[src/rtl/vxe_txn_pkg.sv]
// Shared widths and field offsets for the request transaction vectors.
// Used by the ingress queue and by the downstream request decoder.
package vxe_txn_pkg;

    localparam int VXE_TXN_W = 44;
    localparam int VXE_DAT_W = 72;

    localparam int TXNID_HI = 43;
    localparam int TXNID_LO = 38;
    localparam int RNW_BIT  = 37;
    localparam int ADDR_HI  = 36;
    localparam int BEN_HI   = 71;
    localparam int BEN_LO   = 64;

endpackage

[src/rtl/vxe_txnreq_queue_if.sv]
// Request bus between the interconnect, the ingress queue and its consumer.
// The slave modport is the queue's view; master is the surrounding logic's view.
interface vxe_txnreq_queue_if
    import vxe_txn_pkg::*;
#(
    parameter int TXN_W = VXE_TXN_W,
    parameter int DAT_W = VXE_DAT_W
);
    logic [TXN_W-1:0] i_req_vec_txn;
    logic [DAT_W-1:0] i_req_vec_dat;
    logic             i_req_valid;
    logic             o_req_rdy;
    logic [TXN_W-1:0] o_req_vec_txn;
    logic [DAT_W-1:0] o_req_vec_dat;
    logic             o_req_valid;
    logic             i_req_rdy;

    modport slave (
        input  i_req_vec_txn, i_req_vec_dat, i_req_valid, i_req_rdy,
        output o_req_rdy, o_req_vec_txn, o_req_vec_dat, o_req_valid
    );

    modport master (
        output i_req_vec_txn, i_req_vec_dat, i_req_valid, i_req_rdy,
        input  o_req_rdy, o_req_vec_txn, o_req_vec_dat, o_req_valid
    );
endinterface

[src/rtl/vxe_txnreq_qmem.sv]
// Queue storage: 1W/1R register array, synchronous write, combinational read.
// Contents are deliberately left unreset; occupancy is tracked by the queue.
module vxe_txnreq_qmem #(
    parameter int DEPTH_POW2 = 2,
    parameter int W          = 116
) (
    input  logic                  clk,
    input  logic                  we,
    input  logic [DEPTH_POW2-1:0] waddr,
    input  logic [W-1:0]          wdata,
    input  logic [DEPTH_POW2-1:0] raddr,
    output logic [W-1:0]          rdata
);
    localparam int DEPTH = 1 << DEPTH_POW2;

    logic [W-1:0] mem [DEPTH];

    always_ff @(posedge clk) begin
        if (we) begin
            mem[waddr] <= wdata;
        end
    end

    assign rdata = mem[raddr];

endmodule

[src/rtl/vxe_txnreq_queue.sv]
// Show-ahead ingress request queue feeding the transaction decoder.
// Read requests have their data vector zeroed on entry.
module vxe_txnreq_queue
    import vxe_txn_pkg::*;
#(
    parameter int DEPTH_POW2 = 2,
    parameter int TXN_W      = VXE_TXN_W,
    parameter int DAT_W      = VXE_DAT_W
) (
    input  logic                  clk,
    input  logic                  nrst,
    vxe_txnreq_queue_if.slave     bus,
    output logic [DEPTH_POW2:0]   o_count,
    output logic                  o_err_push_full
);
    localparam int                  ENT_W   = TXN_W + DAT_W;
    localparam logic [DEPTH_POW2:0] PTR_ONE = 1;

    // Pointers carry an extra wrap bit to distinguish full from empty.
    logic [DEPTH_POW2:0] wr_ptr;
    logic [DEPTH_POW2:0] rd_ptr;
    logic                empty;
    logic                full;
    logic                we;
    logic                re;
    logic [DAT_W-1:0]    dat_masked;
    logic [ENT_W-1:0]    wdata;
    logic [ENT_W-1:0]    rdata;

    assign empty = (wr_ptr == rd_ptr);
    assign full  = (wr_ptr[DEPTH_POW2-1:0] == rd_ptr[DEPTH_POW2-1:0]) &&
                   (wr_ptr[DEPTH_POW2] != rd_ptr[DEPTH_POW2]);

    // Ready depends only on registered state: no pass-through when full.
    assign bus.o_req_rdy   = ~full;
    assign bus.o_req_valid = ~empty;

    assign we = bus.i_req_valid & bus.o_req_rdy;
    assign re = bus.o_req_valid & bus.i_req_rdy;

    assign dat_masked = bus.i_req_vec_txn[RNW_BIT] ? '0 : bus.i_req_vec_dat;
    assign wdata      = {bus.i_req_vec_txn, dat_masked};

    assign bus.o_req_vec_txn = empty ? '0 : rdata[ENT_W-1 -: TXN_W];
    assign bus.o_req_vec_dat = empty ? '0 : rdata[DAT_W-1:0];

    assign o_count = wr_ptr - rd_ptr;

    vxe_txnreq_qmem #(
        .DEPTH_POW2 (DEPTH_POW2),
        .W          (ENT_W)
    ) u_qmem (
        .clk   (clk),
        .we    (we),
        .waddr (wr_ptr[DEPTH_POW2-1:0]),
        .wdata (wdata),
        .raddr (rd_ptr[DEPTH_POW2-1:0]),
        .rdata (rdata)
    );

    always_ff @(posedge clk or negedge nrst) begin
        if (!nrst) begin
            wr_ptr          <= '0;
            rd_ptr          <= '0;
            o_err_push_full <= 1'b0;
        end else begin
            if (we) begin
                wr_ptr <= wr_ptr + PTR_ONE;
            end
            if (re) begin
                rd_ptr <= rd_ptr + PTR_ONE;
            end
            // Sticky trap for a write that slips past the full gate.
            if (we && full) begin
                o_err_push_full <= 1'b1;
            end
        end
    end

endmodule

[src/flat_wrapper.sv]
// flat-port wrapper written by rule: the top's interface ports become plain ports
module vxe_txnreq_queue_flat import vxe_txn_pkg::*;
#(
    parameter int DEPTH_POW2 = 2,
    parameter int TXN_W      = VXE_TXN_W,
    parameter int DAT_W      = VXE_DAT_W
)
  (clk, nrst, o_count, o_err_push_full, bus_i_req_vec_txn, bus_i_req_vec_dat, bus_i_req_valid, bus_i_req_rdy, bus_o_req_rdy, bus_o_req_vec_txn, bus_o_req_vec_dat, bus_o_req_valid);
  vxe_txnreq_queue_if #(.TXN_W(TXN_W), .DAT_W(DAT_W)) bus_i ();
  input  logic clk;
  input  logic nrst;
  output logic [DEPTH_POW2:0] o_count;
  output logic o_err_push_full;
  input wire logic [$bits(bus_i.i_req_vec_txn)-1:0] bus_i_req_vec_txn;
  input wire logic [$bits(bus_i.i_req_vec_dat)-1:0] bus_i_req_vec_dat;
  input wire logic [$bits(bus_i.i_req_valid)-1:0] bus_i_req_valid;
  input wire logic [$bits(bus_i.i_req_rdy)-1:0] bus_i_req_rdy;
  output wire logic [$bits(bus_i.o_req_rdy)-1:0] bus_o_req_rdy;
  output wire logic [$bits(bus_i.o_req_vec_txn)-1:0] bus_o_req_vec_txn;
  output wire logic [$bits(bus_i.o_req_vec_dat)-1:0] bus_o_req_vec_dat;
  output wire logic [$bits(bus_i.o_req_valid)-1:0] bus_o_req_valid;
  assign bus_i.i_req_vec_txn = bus_i_req_vec_txn;
  assign bus_i.i_req_vec_dat = bus_i_req_vec_dat;
  assign bus_i.i_req_valid = bus_i_req_valid;
  assign bus_i.i_req_rdy = bus_i_req_rdy;
  assign bus_o_req_rdy = bus_i.o_req_rdy;
  assign bus_o_req_vec_txn = bus_i.o_req_vec_txn;
  assign bus_o_req_vec_dat = bus_i.o_req_vec_dat;
  assign bus_o_req_valid = bus_i.o_req_valid;
  vxe_txnreq_queue #(.DEPTH_POW2(DEPTH_POW2), .TXN_W(TXN_W), .DAT_W(DAT_W)) u_core (.clk(clk), .nrst(nrst), .bus(bus_i), .o_count(o_count), .o_err_push_full(o_err_push_full));
endmodule
[config.mk]
export PLATFORM = sky130hd
export DESIGN_NAME = vxe_txnreq_queue_flat
export DESIGN_NICKNAME = d
export VERILOG_FILES = /design/src/rtl/vxe_txn_pkg.sv /design/src/rtl/vxe_txnreq_queue_if.sv /design/src/rtl/vxe_txnreq_qmem.sv /design/src/rtl/vxe_txnreq_queue.sv /design/src/flat_wrapper.sv
export SDC_FILE = /design/constraint.sdc
export NUM_CORES = 1
export LEC_CHECK = 0
export ABC_CLOCK_PERIOD_IN_PS = 11600
export CAP_MARGIN = 15
export CORE_UTILIZATION = 40
export DETAILED_ROUTE_END_ITERATION = 16
export DONT_BUFFER_PORTS = 1
export GPL_ROUTABILITY_DRIVEN = 0
export PLACE_DENSITY = 0.62
export SYNTH_ARGS = -nofsm -noshare
export SYNTH_HDL_FRONTEND = slang
export SYNTH_SLANG_ARGS = --single-unit
[constraint.sdc]
create_clock -name clk -period 11.6 [get_ports clk]
set_input_delay 1.74 -clock clk [delete_from_list [all_inputs] [get_ports clk]]
set_output_delay 1.74 -clock clk [all_outputs]
set_load 0.02 [all_outputs]
Word level (Yosys, flattened, before mapping)
Memories as Yosys holds them, arrays and structs flattened.
Index checks and enable logic that the tools add are counted.
{ "classes": {"reduce_logical": 2, "eq_ne": 3, "n_bitwise": 4, "mux": 5, "n_addsub": 3} }
{ "ops": {"columns": ["operator", "count"], "rows": [
  ["$mux 72", 2],
  ["$mux 44", 1],
  ["$add 3x1->3 const B", 2],
  ["$eq 3x3->1", 1],
  ["$sub 3x3->3", 1],
  ["$and 1x1->1", 2],
  ["$eq 2x2->1", 1],
  ["$logic_and 1x1->1", 2],
  ["$mux 1", 2],
  ["$not 1->1", 2],
  ["$ne 1x1->1", 1]
]} }
{ "word_totals": {"ram_bits": 464, "ff_bits": 7, "memories": 1, "input_bits": 120, "out_inout_bits": 122, "word_cells": 21} }
{ "memory_table": {"columns": ["memory", "depth", "word_bits", "rd", "rd_ports_with_merged_regs", "wr", "line", "rtl"], "rows": [
  ["u_core.u_qmem.mem", 4, 116, 1, 0, 1, "vxe_txnreq_qmem.sv:16", "logic [W-1:0] mem [DEPTH];"]
]} }

Longest topological paths before layout
Gate-level depths: netlist (run 1).
{ "depth": {"ltp_word": 6, "ltp_mapped": 9} }

Modules after synthesis
A second synthesis (run 1) with hierarchy kept.
{ "hier_totals": {"hier_cells": 858, "area_unflattened_um2": 18453.9} }
{ "by_module_without_submodules": {"columns": ["module", "cells_each", "seq_area_each_um2", "area_each_um2", "instances"], "rows": [
  ["vxe_txnreq_qmem", 610, 13933.4, 16736.1, 1],
  ["vxe_txnreq_queue", 248, 175.2, 1717.9, 1]
]} }

Worst setup path before layout (run 1)
No wires, ideal clock.
{ "synth_timing": {"kind": "input to register", "from": "in bus_i_req_valid", "to": "mem u_core.u_qmem.mem[0][0] (enable)", "path_slack_ns": 6.644, "cell_stages": 1, "arrival_ns": 4.466, "path_cell_list": "and3_1"} }
{ "synth_between": {"elab_chain_len": 3} }
{ "synth_rtl": {"columns": ["item", "line", "rtl"], "rows": [
  ["start: declaration", "flat_wrapper.sv:16", "input wire logic [$bits(bus_i.i_req_valid)-1:0] bus_i_req_valid;"],
  ["$and 1x1->1", "vxe_txnreq_queue.sv:38", "assign we = bus.i_req_valid & bus.o_req_rdy;"],
  ["$mux 1", "vxe_txnreq_qmem.sv:19", "if (we) begin"],
  ["$mux 1 (not written as such)", "vxe_txnreq_qmem.sv:20", "mem[waddr] <= wdata;"],
  ["end: declaration", "vxe_txnreq_qmem.sv:16", null]
]} }
Every way passes these cells.

Final worst setup path (run 1)
{ "layout_timing": {"from": "reg u_core.rd_ptr[1]", "to": "out bus_o_req_vec_txn[16]"} }
{ "layout_between": {"elab_chain_len": 2} }
{ "layout_rtl": {"columns": ["item", "line", "rtl"], "rows": [
  ["start: declaration", "vxe_txnreq_queue.sv:21", "logic [DEPTH_POW2:0] rd_ptr;"],
  ["start signal: assignment", "vxe_txnreq_queue.sv:71", "rd_ptr <= rd_ptr + PTR_ONE;"],
  ["$mem_v2 4x116 / $eq 3x3->1 (equally long branches)", null, null],
  ["$mux 44 *", "vxe_txnreq_queue.sv:44", "assign bus.o_req_vec_txn = empty ? '0 : rdata[ENT_W-1 -: TXN_W];"],
  ["end: declaration", "flat_wrapper.sv:19", "output wire logic [$bits(bus_i.o_req_vec_txn)-1:0] bus_o_req_vec_txn;"]
]} }
Every way passes the cells marked *; elsewhere a longest branch is shown, timed or not.

==> impl_metrics.csv, run 1 <==
group,metric,value,unit
setup_path,crit_slowest_cell,"dfrtp_4",
logic_synthesis,syn_inst,859,
cells_and_area,final_cells,1513,
setup_path,criticalPathCategory,"flip-flop to output port",
clock_tree,htreeDepth,2,
route,wl_per_cell,23.68,µm
setup_path,cp_cell_sequence,"inv_1 > ha_1 > nand3_4 > buf_4 > and2_1",
floorplanning,dieArea,46940,µm²
floorplanning,pin_count,242,
sta,fmax,188.0,MHz
global_route,grt_usage,15.42,%
sta,hold_violations,0,
clock_tree,numCtsBuffers,49,
clock_tree,cts_root_buffer,"clkbuf_16",
route,wirelength,35.83,mm
clock_tree,clock_sinks,471,
route,drc_errors,0,
hold_path,min_path_type,"flip-flop to flip-flop",
floorplanning,core_area,45380,µm²
power_and_ir_drop,cellPowerDensity,291.3,nW/µm²
logic_synthesis,ys_seq_area_share,76.55,%
sta,clock_skew,13.77,ps
power_and_ir_drop,finalPower,0.005990,W
sta,drv_slew,0,
sta,rsz0062_at_grt,"no",
setup_path,worstReg2RegStart,"u_core.rd_ptr[1]$_DFFE_PN0P_",
cells_and_area,syn2layout_area_growth,11.55,%
global_route,grt_pass1_vias,8435,
clock_tree,insertion_delay,570,ps
place,post_dp_cell_area,19070,µm²
sta,fin_crit,5319,ps
clock_tree,cts_tree,"yes",
cells_and_area,design_area,20560,µm²
place,dpl.cell_count,1423,
global_route,grt_first_pass_wirelength,53.02,mm
logic_synthesis,ys_types,24,
route,antenna_left,0,
setup_path,worst_ep_arrival_time,3580,ps
cells_and_area,nets,1002,
clock_tree,clkTransAtPathRegs,60,ps
floorplanning,die_x,216.7,µm
cells_and_area,layout-drive-gt1-share,21.95,%
hold_path,min_path_cells,0,
sta,slew_headroom,26.15,%
setup_path,crit_family,"flip-flops",
global_route,antenna_found_initial,11,
route,dr_total_vias,7848,
floorplanning,initial_core_util,40.61,%
clock_tree,cts_resized,0,
job,maxCapViolCount,0,
route,dr.pass1.iters,4,
place,dp_hpwl,20.17,mm
route,viasPerCell,5.187,
floorplanning,rows,78,
setup_path,cp.required,9860,ps
clock_tree,cts_hold_buf,0,
hold_path,min_to,"u_core.o_err_push_full$_DFFE_PN0P_",
power_and_ir_drop,peakVddDrop,0.1422,mV
hold_path,hp-start,"u_core.o_err_push_full$_DFFE_PN0P_",
setup_path,cpPeakStageDelay,1070,ps
setup_path,critPathCaptureType,"output port",
setup_path,cp_num_buf_inv,2,
sta,tns,0,ps
global_route,grt_overflow,0,
logic_synthesis,ys_warn_count,0,
sta,worst-slew-pin-transition,1108,ps
route,drt_iter0_markers,401,
logic_synthesis,synth_area_per_cell,21.46,µm²
setup_path,ff2ff_path_depth,5,
clock_tree,post_cts_buffers,0,
status,status,"completed",
place,port_buffers,0,
setup_path,start_kind,"flip-flop",
logic_synthesis,synth-seq-cells,471,
global_route,grt_max_degree,77,
setup_path,worst-path-max-fanout,74,
logic_synthesis,synthesis.area,18430,µm²
setup_path,regToRegSetupSlack,7430,ps
floorplanning,die_h,216.7,µm
setup_path,r2r-end,"u_core.u_qmem.mem[1][0]$_DFFE_PP_",
clock_tree,cts_buffer_depth,3,
sta,min_period_over_period,45.85,%
power_and_ir_drop,cellLeakagePower,6.499,nW
sta,setup_viol,0,
logic_synthesis,syn_nets,987,
[how the worst max path moves through the flow]
stage	from	to	slack, ps	cells after the start
detailed placement	u_core.rd_ptr[0]$_DFFE_PN0P_	bus_o_req_vec_txn[21]	6690	4
finish	u_core.rd_ptr[1]$_DFFE_PN0P_	bus_o_req_vec_txn[16]	6280	5
global route	u_core.rd_ptr[0]$_DFFE_PN0P_	bus_o_req_vec_txn[21]	5900	4
CTS	u_core.rd_ptr[0]$_DFFE_PN0P_	bus_o_req_vec_txn[16]	6030	4
global placement	u_core.rd_ptr[1]$_DFFE_PN0P_	bus_o_req_vec_txn[14]	6790	5
floorplan	bus_i_req_valid	u_core.u_qmem.mem[0][0]$_DFFE_PP_	6640	1
[cell usage after synthesis]
| master | n | area (µm²) |
|---|---|---|
| edfxtp_1 | 464 | 13930 |
| dfrtp_1 | 7 | 175.2 |
| ha_1 | 7 | 87.58 |
| buf_1 | 1 | 3.750 |
| fa_1 | 1 | 20.02 |
| o21ai_0 | 3 | 15.01 |
| a21oi_1 | 2 | 10.01 |
| xor2_1 | 1 | 8.760 |
| nand3_2 | 1 | 10.01 |
| mux2_2 | 3 | 33.78 |
| clkbuf_1 | 25 | 93.84 |
| and3_1 | 4 | 25.02 |
| buf_6 | 5 | 56.30 |
| xnor2_2 | 1 | 16.27 |
| and2_1 | 116 | 725.7 |
| nor2b_1 | 72 | 450.4 |
| a31oi_1 | 2 | 12.51 |
| buf_2 | 14 | 70.07 |
| mux4_2 | 116 | 2613 |
| inv_1 | 5 | 18.77 |
| clkbuf_2 | 2 | 10.01 |
| nand3_1 | 1 | 5.000 |
| xnor2_1 | 3 | 26.28 |
| nand2_1 | 3 | 11.26 |
[layout make-up]
class                   instances  area, µm²
diodes                          2      5.005
inverters                       5      18.77
repair buffers                 11      82.58
clock buffers                  60       1310
multi-input cells             336       4098
well taps                     600      750.7
fillers                      3799      24820
clock inverters                28      178.9
flip-flops and latches        471      14120
[through the flow]
stage	utilization (%)	setup WS, ps	hold slack, ps
6_report	45.30	6281	517.8
5_1_grt	45.30	5902	531.2
4_1_cts	45.29	6034	521.9
3_5_place_dp	42.01	6685	508.3
3_3_place_gp	42.01	6794	512.8
2_1_floorplan	-	6644	498.0
[metal layers]
metal | global-route usage [%] | vias to the layer above | routed length (µm)
li1 | - | 3457 | -
met1 | 18.74 | 4104 | 14540
met2 | 25.19 | 206 | 17640
met3 | 6.709 | 67 | 2963
met4 | 3.944 | 14 | 598
met5 | 0 | - | 92
[cell families (layout without fill, tap and decap cells)]
kind of cell    after synthesis  count (layout)  share of synthesized area, %
compound gates                7               7                        0.2036
xor+xnor                      5               5                        0.2784
fa+ha+maj                     8               8                        0.5838
buf+inv                      52             104                         1.371
flops                       471             471                         76.55
mux                         119             119                         14.36
other cells                   0               2                             0
simple gates                197             197                         6.659
[layout by cell type (no fill, tap or decap), drive strengths merged, types with 6 or more instances in the layout]
master / instances
edfxtp: 464
ha: 7
dfrtp: 7
mux4: 116
clkinv: 24
clkbuf: 60
nor2b: 72
and2: 116
buf: 11
inv: 6
[registers in the layout, summed over array words and instances (netlist names)]
name	cells
u_core.u_qmem.mem	464
u_core.o_err_push_full	1
u_core.wr_ptr	3
u_core.rd_ptr	3
[power by group]
| part | switching [W] | internal [W] | leakage (nW) |
|---|---|---|---|
| clock | 0.000608 | 0.000840 | 0.726 |
| sequential | 0.000180 | 0.00231 | 4.38 |
| combinational | 0.00134 | 0.000712 | 1.39 |
| total | 0.00213 | 0.00386 | 6.50 |
No activity file was read; power rests on OpenSTA's default activity.
==> run 2: changes to the inputs <==
ABC_CLOCK_PERIOD_IN_PS = 4600   (was 11600)
PLACE_DENSITY = 0.64   (was 0.62)
clock period = 4.6 ns   (was 11.6 ns; I/O delays follow)
==> run 2 against run 1 <==
- global-route usage up 0.085 points
- hold slack worse by 310 ps
- total power rose to 2.5 times the previous value
- via count up 1.0%
- critical path type unchanged
- largest power group unchanged
==> impl_metrics.csv, run 2 (synthesized netlist as in run 1, its figures left out) <==
group,metric,value,unit
clock_tree,cts_resized,0,
setup_path,start_kind,"flip-flop",
cells_and_area,top_register,"u_core.u_qmem.mem",
setup_path,cpPeakStageDelay,740,ps
cells_and_area,layout-drive-gt1-share,23.25,%
floorplanning,rows,78,
floorplanning,die_x,216.7,µm
sta,clock_skew,14.70,ps
cells_and_area,largestRegisters,"u_core.u_qmem.mem x464, u_core.rd_ptr x3, u_core.wr_ptr x3",
setup_path,cp.required,3910,ps
power_and_ir_drop,p_sw,0.005465,W
global_route,grt_max_degree,94,
power_and_ir_drop,p_sw_share,35.87,%
cells_and_area,nets,1007,
route,wirelength,35.78,mm
setup_path,critPathCaptureType,"output port",
global_route,use_met3,6.498,%
sta,holdWs,208.4,ps
route,wl_per_cell,23.52,µm
global_route,grt_overflow,0,
sta,min_period_over_period,80.23,%
global_route,use_met1,19.25,%
sta,worst-slew-pin-transition,905.4,ps
setup_path,worst_ep_arrival_time,3000,ps
floorplanning,core_area,45380,µm²
cells_and_area,fin_util,45.67,%
route,drc_errors,0,
sta,setup_viol,0,
sta,slew_headroom,39.64,%
clock_tree,insertion_delay,580,ps
cells_and_area,final_cells,1521,
setup_path,ff2ff_path_depth,5,
sta,hold_violations,0,
power_and_ir_drop,p_int,0.009768,W
sta,fin_crit,3690,ps
floorplanning,pin_count,242,
hold_path,min_path_type,"primary input to flip-flop",
power_and_ir_drop,peakVddDrop,0.3401,mV
power_and_ir_drop,cellPowerDensity,734.9,nW/µm²
power_and_ir_drop,seq_power_share,40.1,%
setup_path,cp_cell_sequence,"buf_4 > mux4_2 > and2_1",
place,dpl.cell_count,1426,
clock_tree,htreeDepth,2,
cells_and_area,layout_common_cells,"edfxtp_1 (464), mux4_2 (116), and2_1 (116), nor2b_1 (72), clkbuf_16 (51)",
cells_and_area,syn2layout_area_growth,12.46,%
power_and_ir_drop,combPwrFrac,35.8,%
clock_tree,cts_buffer_depth,3,
setup_path,worst-path-max-fanout,42,
clock_tree,cts_root_buffer,"clkbuf_16",
route,dr.pass1.iters,6,
route,drt_iter0_markers,449,
power_and_ir_drop,cellLeakagePower,6.564,nW
sta,rsz0062_at_grt,"no",
clock_tree,cts_tree,"yes",
clock_tree,clock_sinks,471,
cells_and_area,layout_commonest_cell,"edfxtp_1",
place,dp_hpwl,20.53,mm
global_route,grt_pass1_vias,8439,
status,status,"completed",
floorplanning,dieArea,46940,µm²
clock_tree,post_cts_buffers,0,
setup_path,criticalPathCategory,"flip-flop to output port",
place,port_buffers,0,
clock_tree,clkTransAtPathRegs,60,ps
cells_and_area,fillerInstances,3822,
floorplanning,initial_core_util,40.61,%
sta,fmax,271.0,MHz
global_route,grt_first_pass_wirelength,53.81,mm
floorplanning,die_h,216.7,µm
job,maxCapViolCount,0,
hold_path,min_path_cells,0,
cells_and_area,largest_reg_flops,464,
sta,drv_slew,0,
route,dr_total_vias,7929,
clock_tree,numCtsBuffers,50,
global_route,grt_usage,15.51,%
power_and_ir_drop,p_clk_share,24.1,%
global_route,antenna_found_initial,9,
global_route,met2_usage,24.91,%
sta,tns,0,ps
global_route,grt_most_used_layer,"met2",
route,antenna_left,0,
route,viasPerCell,5.213,
setup_path,crit_slowest_cell,"buf_4",
[run 2: cell type report]
class                   instances  area [µm²]  share of cell area [%]
flip-flops and latches        471       14120                   68.10
multi-input cells             336        4098                   19.77
clock buffers                  60        1310                   6.320
well taps                     600       750.7                   3.622
repair buffers                 15       227.7                   1.099
clock inverters                29       193.9                  0.9357
inverters                       5       18.77                 0.09055
diodes                          5       12.51                 0.06036
[run 2: path summary, 6_finish.rpt]
path,end,from,slack [ps]
worst max-delay path,bus_o_req_vec_dat[66],u_core.rd_ptr[0]$_DFFE_PN0P_,910
worst min-delay path,u_core.u_qmem.mem[2][72]$_DFFE_PP_,bus_i_req_vec_txn[0],210
worst max register to register,u_core.u_qmem.mem[0][92]$_DFFE_PP_,u_core.rd_ptr[1]$_DFFE_PN0P_,1690
worst min register to register,u_core.o_err_push_full$_DFFE_PN0P_,u_core.o_err_push_full$_DFFE_PN0P_,520
max in group asynchronous,u_core.rd_ptr[1]$_DFFE_PN0P_,nrst,3860
min in group asynchronous,u_core.wr_ptr[1]$_DFFE_PN0P_,nrst,460
[run 2: routing by layer]
metal	vias to the layer above	wire (µm)
li1	3479	-
met1	4130	14490
met2	243	17280
met3	65	3205
met4	12	718
met5	-	75
[run 2: worst max-delay path: cells and delay by family, from the launching register on]
family                 cells  cell delay [ps]
DFF                        1              720
and+or+nand+nor            1              260
buffers and inverters      1              740
muxes                      1              650
[run 2: metrics by stage]
stage / area, µm² / power, W / setup WS [ps]
after floorplan: 18440 / 0.01059 / 1036
after global placement: 19200 / 0.01178 / 1430
after detailed placement: 19200 / 0.01184 / 1419
after CTS: 20710 / 0.01555 / 788.0
after global routing: 20710 / 0.01601 / 658.7
final: 20730 / 0.01523 / 909.6
[run 2: power by group through the flow]
stage	logic (W)	registers, W	clock network (W)
after floorplan	0.00451	0.00608	0
after global placement	0.00561	0.00618	0
after detailed placement	0.00562	0.00622	0
after CTS	0.00563	0.00613	0.00379
after global routing	0.00587	0.00621	0.00393
final	0.00545	0.00612	0.00366
[run 2: what timing repair did]
action                     CTS  global route
setup endpoints to repair    0             0
hold buffers                 1             0
hold endpoints to repair     7             0
==> run 3: changes to the inputs <==
ABC_CLOCK_PERIOD_IN_PS = 3100   (was 4600)
clock period = 3.1 ns   (was 4.6 ns; I/O delays follow)
==> run 3 against run 2 <==
- clock skew fell by 4.0 ps
- sequential power grew 46%
- first-iteration DRC count down 1.8%
- clock power grew 48%
- final cell count rose by 2.8%
- critical path type unchanged
- critical endpoint is now bus_o_req_vec_dat[57]
==> impl_metrics.csv, run 3 (synthesized netlist as in run 1, its figures left out) <==
group,metric,value,unit
route,viasPerCell,5.231,
job,maxCapViolCount,0,
cells_and_area,syn2layout_area_growth,15.18,%
global_route,antenna_found_initial,11,
clock_tree,insertion_delay,560,ps
route,drt_iter0_markers,441,
sta,min_period_over_period,93.69,%
cells_and_area,layout_common_cells,"edfxtp_1 (464), mux4_2 (116), and2_1 (116), nor2b_1 (72), clkbuf_16 (49)",
power_and_ir_drop,peakVddDrop,0.8235,mV
sta,slew_headroom,47.63,%
sta,fmax,344.3,MHz
setup_path,ff2ff_path_depth,5,
setup_path,worst_ep_arrival_time,2440,ps
sta,setup_ws,195.6,ps
place,port_buffers,0,
sta,clock_skew,10.71,ps
power_and_ir_drop,finalPower,0.02280,W
setup_path,critPathCaptureType,"output port",
setup_path,start_kind,"flip-flop",
cells_and_area,multi_input_area,4098,µm²
sta,setup_viol,0,
clock_tree,cts_tree,"yes",
cells_and_area,layout-drive-gt1-share,21.29,%
sta,drv_slew,0,
route,wirelength,35.83,mm
setup_path,cp_cell_sequence,"buf_12 > mux4_2 > and2_1",
power_and_ir_drop,cellPowerDensity,1074,nW/µm²
clock_tree,cts_buffer_depth,3,
route,antenna_left,0,
floorplanning,die_h,216.7,µm
route,dr.pass1.iters,5,
global_route,grt_max_degree,74,
cells_and_area,largest_reg_flops,464,
sta,worst-slew-pin-transition,785.6,ps
hold_path,min_path_type,"primary input to flip-flop",
clock_tree,post_cts_buffers,0,
setup_path,startpoint,"u_core.rd_ptr[0]$_DFFE_PN0P_",
setup_path,regToRegSetupSlack,610,ps
floorplanning,pin_count,242,
setup_path,cp.required,2630,ps
cells_and_area,top_register,"u_core.u_qmem.mem",
setup_path,criticalPathCategory,"flip-flop to output port",
cells_and_area,final_cells,1564,
floorplanning,rows,78,
clock_tree,clkTransAtPathRegs,60,ps
floorplanning,die_x,216.7,µm
global_route,grt_usage,15.43,%
setup_path,r2r-end,"u_core.u_qmem.mem[2][7]$_DFFE_PP_",
clock_tree,numCtsBuffers,47,
hold_path,hp-start,"bus_i_req_valid",
setup_path,worstReg2RegStart,"u_core.wr_ptr[0]$_DFFE_PN0P_",
floorplanning,dieArea,46940,µm²
cells_and_area,fillerInstances,3762,
clock_tree,cts_root_buffer,"clkbuf_16",
sta,rsz0062_at_grt,"no",
setup_path,worst-path-max-fanout,70,
sta,tns,0,ps
route,wl_per_cell,22.91,µm
global_route,grt_overflow,0,
clock_tree,htreeDepth,2,
route,dr_total_vias,8182,
status,status,"completed",
sta,fin_crit,2904,ps
place,dpl.cell_count,1429,
setup_path,crit_end,"bus_o_req_vec_dat[57]",
power_and_ir_drop,cellLeakagePower,6.770,nW
global_route,grt_pass1_vias,8808,
clock_tree,clock_sinks,471,
global_route,grt_first_pass_wirelength,53.94,mm
route,drc_errors,0,
setup_path,cpPeakStageDelay,610,ps
cells_and_area,layout_commonest_cell,"edfxtp_1",
place,dp_hpwl,20.05,mm
sta,hold_violations,0,
setup_path,crit_slowest_cell,"mux4_2",
cells_and_area,seqCellArea,14120,µm²
floorplanning,initial_core_util,40.61,%
cells_and_area,nets,1052,
cells_and_area,largestRegisters,"u_core.u_qmem.mem x464, u_core.rd_ptr x3, u_core.wr_ptr x3",
floorplanning,core_area,45380,µm²
place,dp_slack,582.9,ps
[run 3: worst min path at each step]
stage / slack (ps) / cells after the start / to
after CTS: 30 / 2 / u_core.wr_ptr[2]$_DFFE_PN0P_
final: 70 / 2 / u_core.wr_ptr[2]$_DFFE_PN0P_
after global placement: 170 / 0 / u_core.o_err_push_full$_DFFE_PN0P_
after detailed placement: 170 / 0 / u_core.o_err_push_full$_DFFE_PN0P_
after floorplan: 170 / 0 / u_core.o_err_push_full$_DFFE_PN0P_
after global routing: 50 / 2 / u_core.wr_ptr[2]$_DFFE_PN0P_
[run 3: power by group]
part / switching (W) / internal [W] / leakage (nW)
clock network: 0.00224 / 0.00319 / 0.721
logic: 0.00552 / 0.00293 / 1.67
registers: 0.000305 / 0.00862 / 4.38
[run 3: worst max-delay path, delay by kind of cell (launching register included)]
family                 cells  cell delay (ps)
multiplexers               1              610
AND/OR/NAND/NOR            1              250
buffers and inverters      1              420
flip-flops                 1              450
[run 3: metrics by stage]
stage                     hold slack [ps]  cell area, µm²  utilization [%]
final                               74.48           21230            46.78
after global routing                51.68           21220            46.76
after CTS                           31.84           21210            46.75
after detailed placement            169.6           19290            42.50
after global placement              169.6           19290            42.50
after floorplan                     169.4           18440                -
[run 3: layer usage]
metal	vias up	share of wire (%)	GRT usage (%)
li1	3566	-	-
met1	4302	40	19.01
met2	245	49	25.73
met3	59	8.3	5.684
met4	10	1.8	3.873
met5	-	0.16	0
[run 3: area by class of cell]
| class | instances | share of cell area [%] |
|---|---|---|
| antenna | 6 | 0.07073 |
| clock buffer | 57 | 5.917 |
| clock inverter | 26 | 0.9961 |
| inverter | 5 | 0.08841 |
| multi-input combinational | 336 | 19.30 |
| sequential | 471 | 66.49 |
| tap | 600 | 3.536 |
| timing repair buffer | 63 | 3.595 |
[run 3: repair_timing]
item | 4_1_cts | 5_1_grt
hold buffers | 46 | 0
endpoints found under the hold margin | 184 | 0
setup endpoints to repair | 0 | 0
resized for setup | 0 | 0
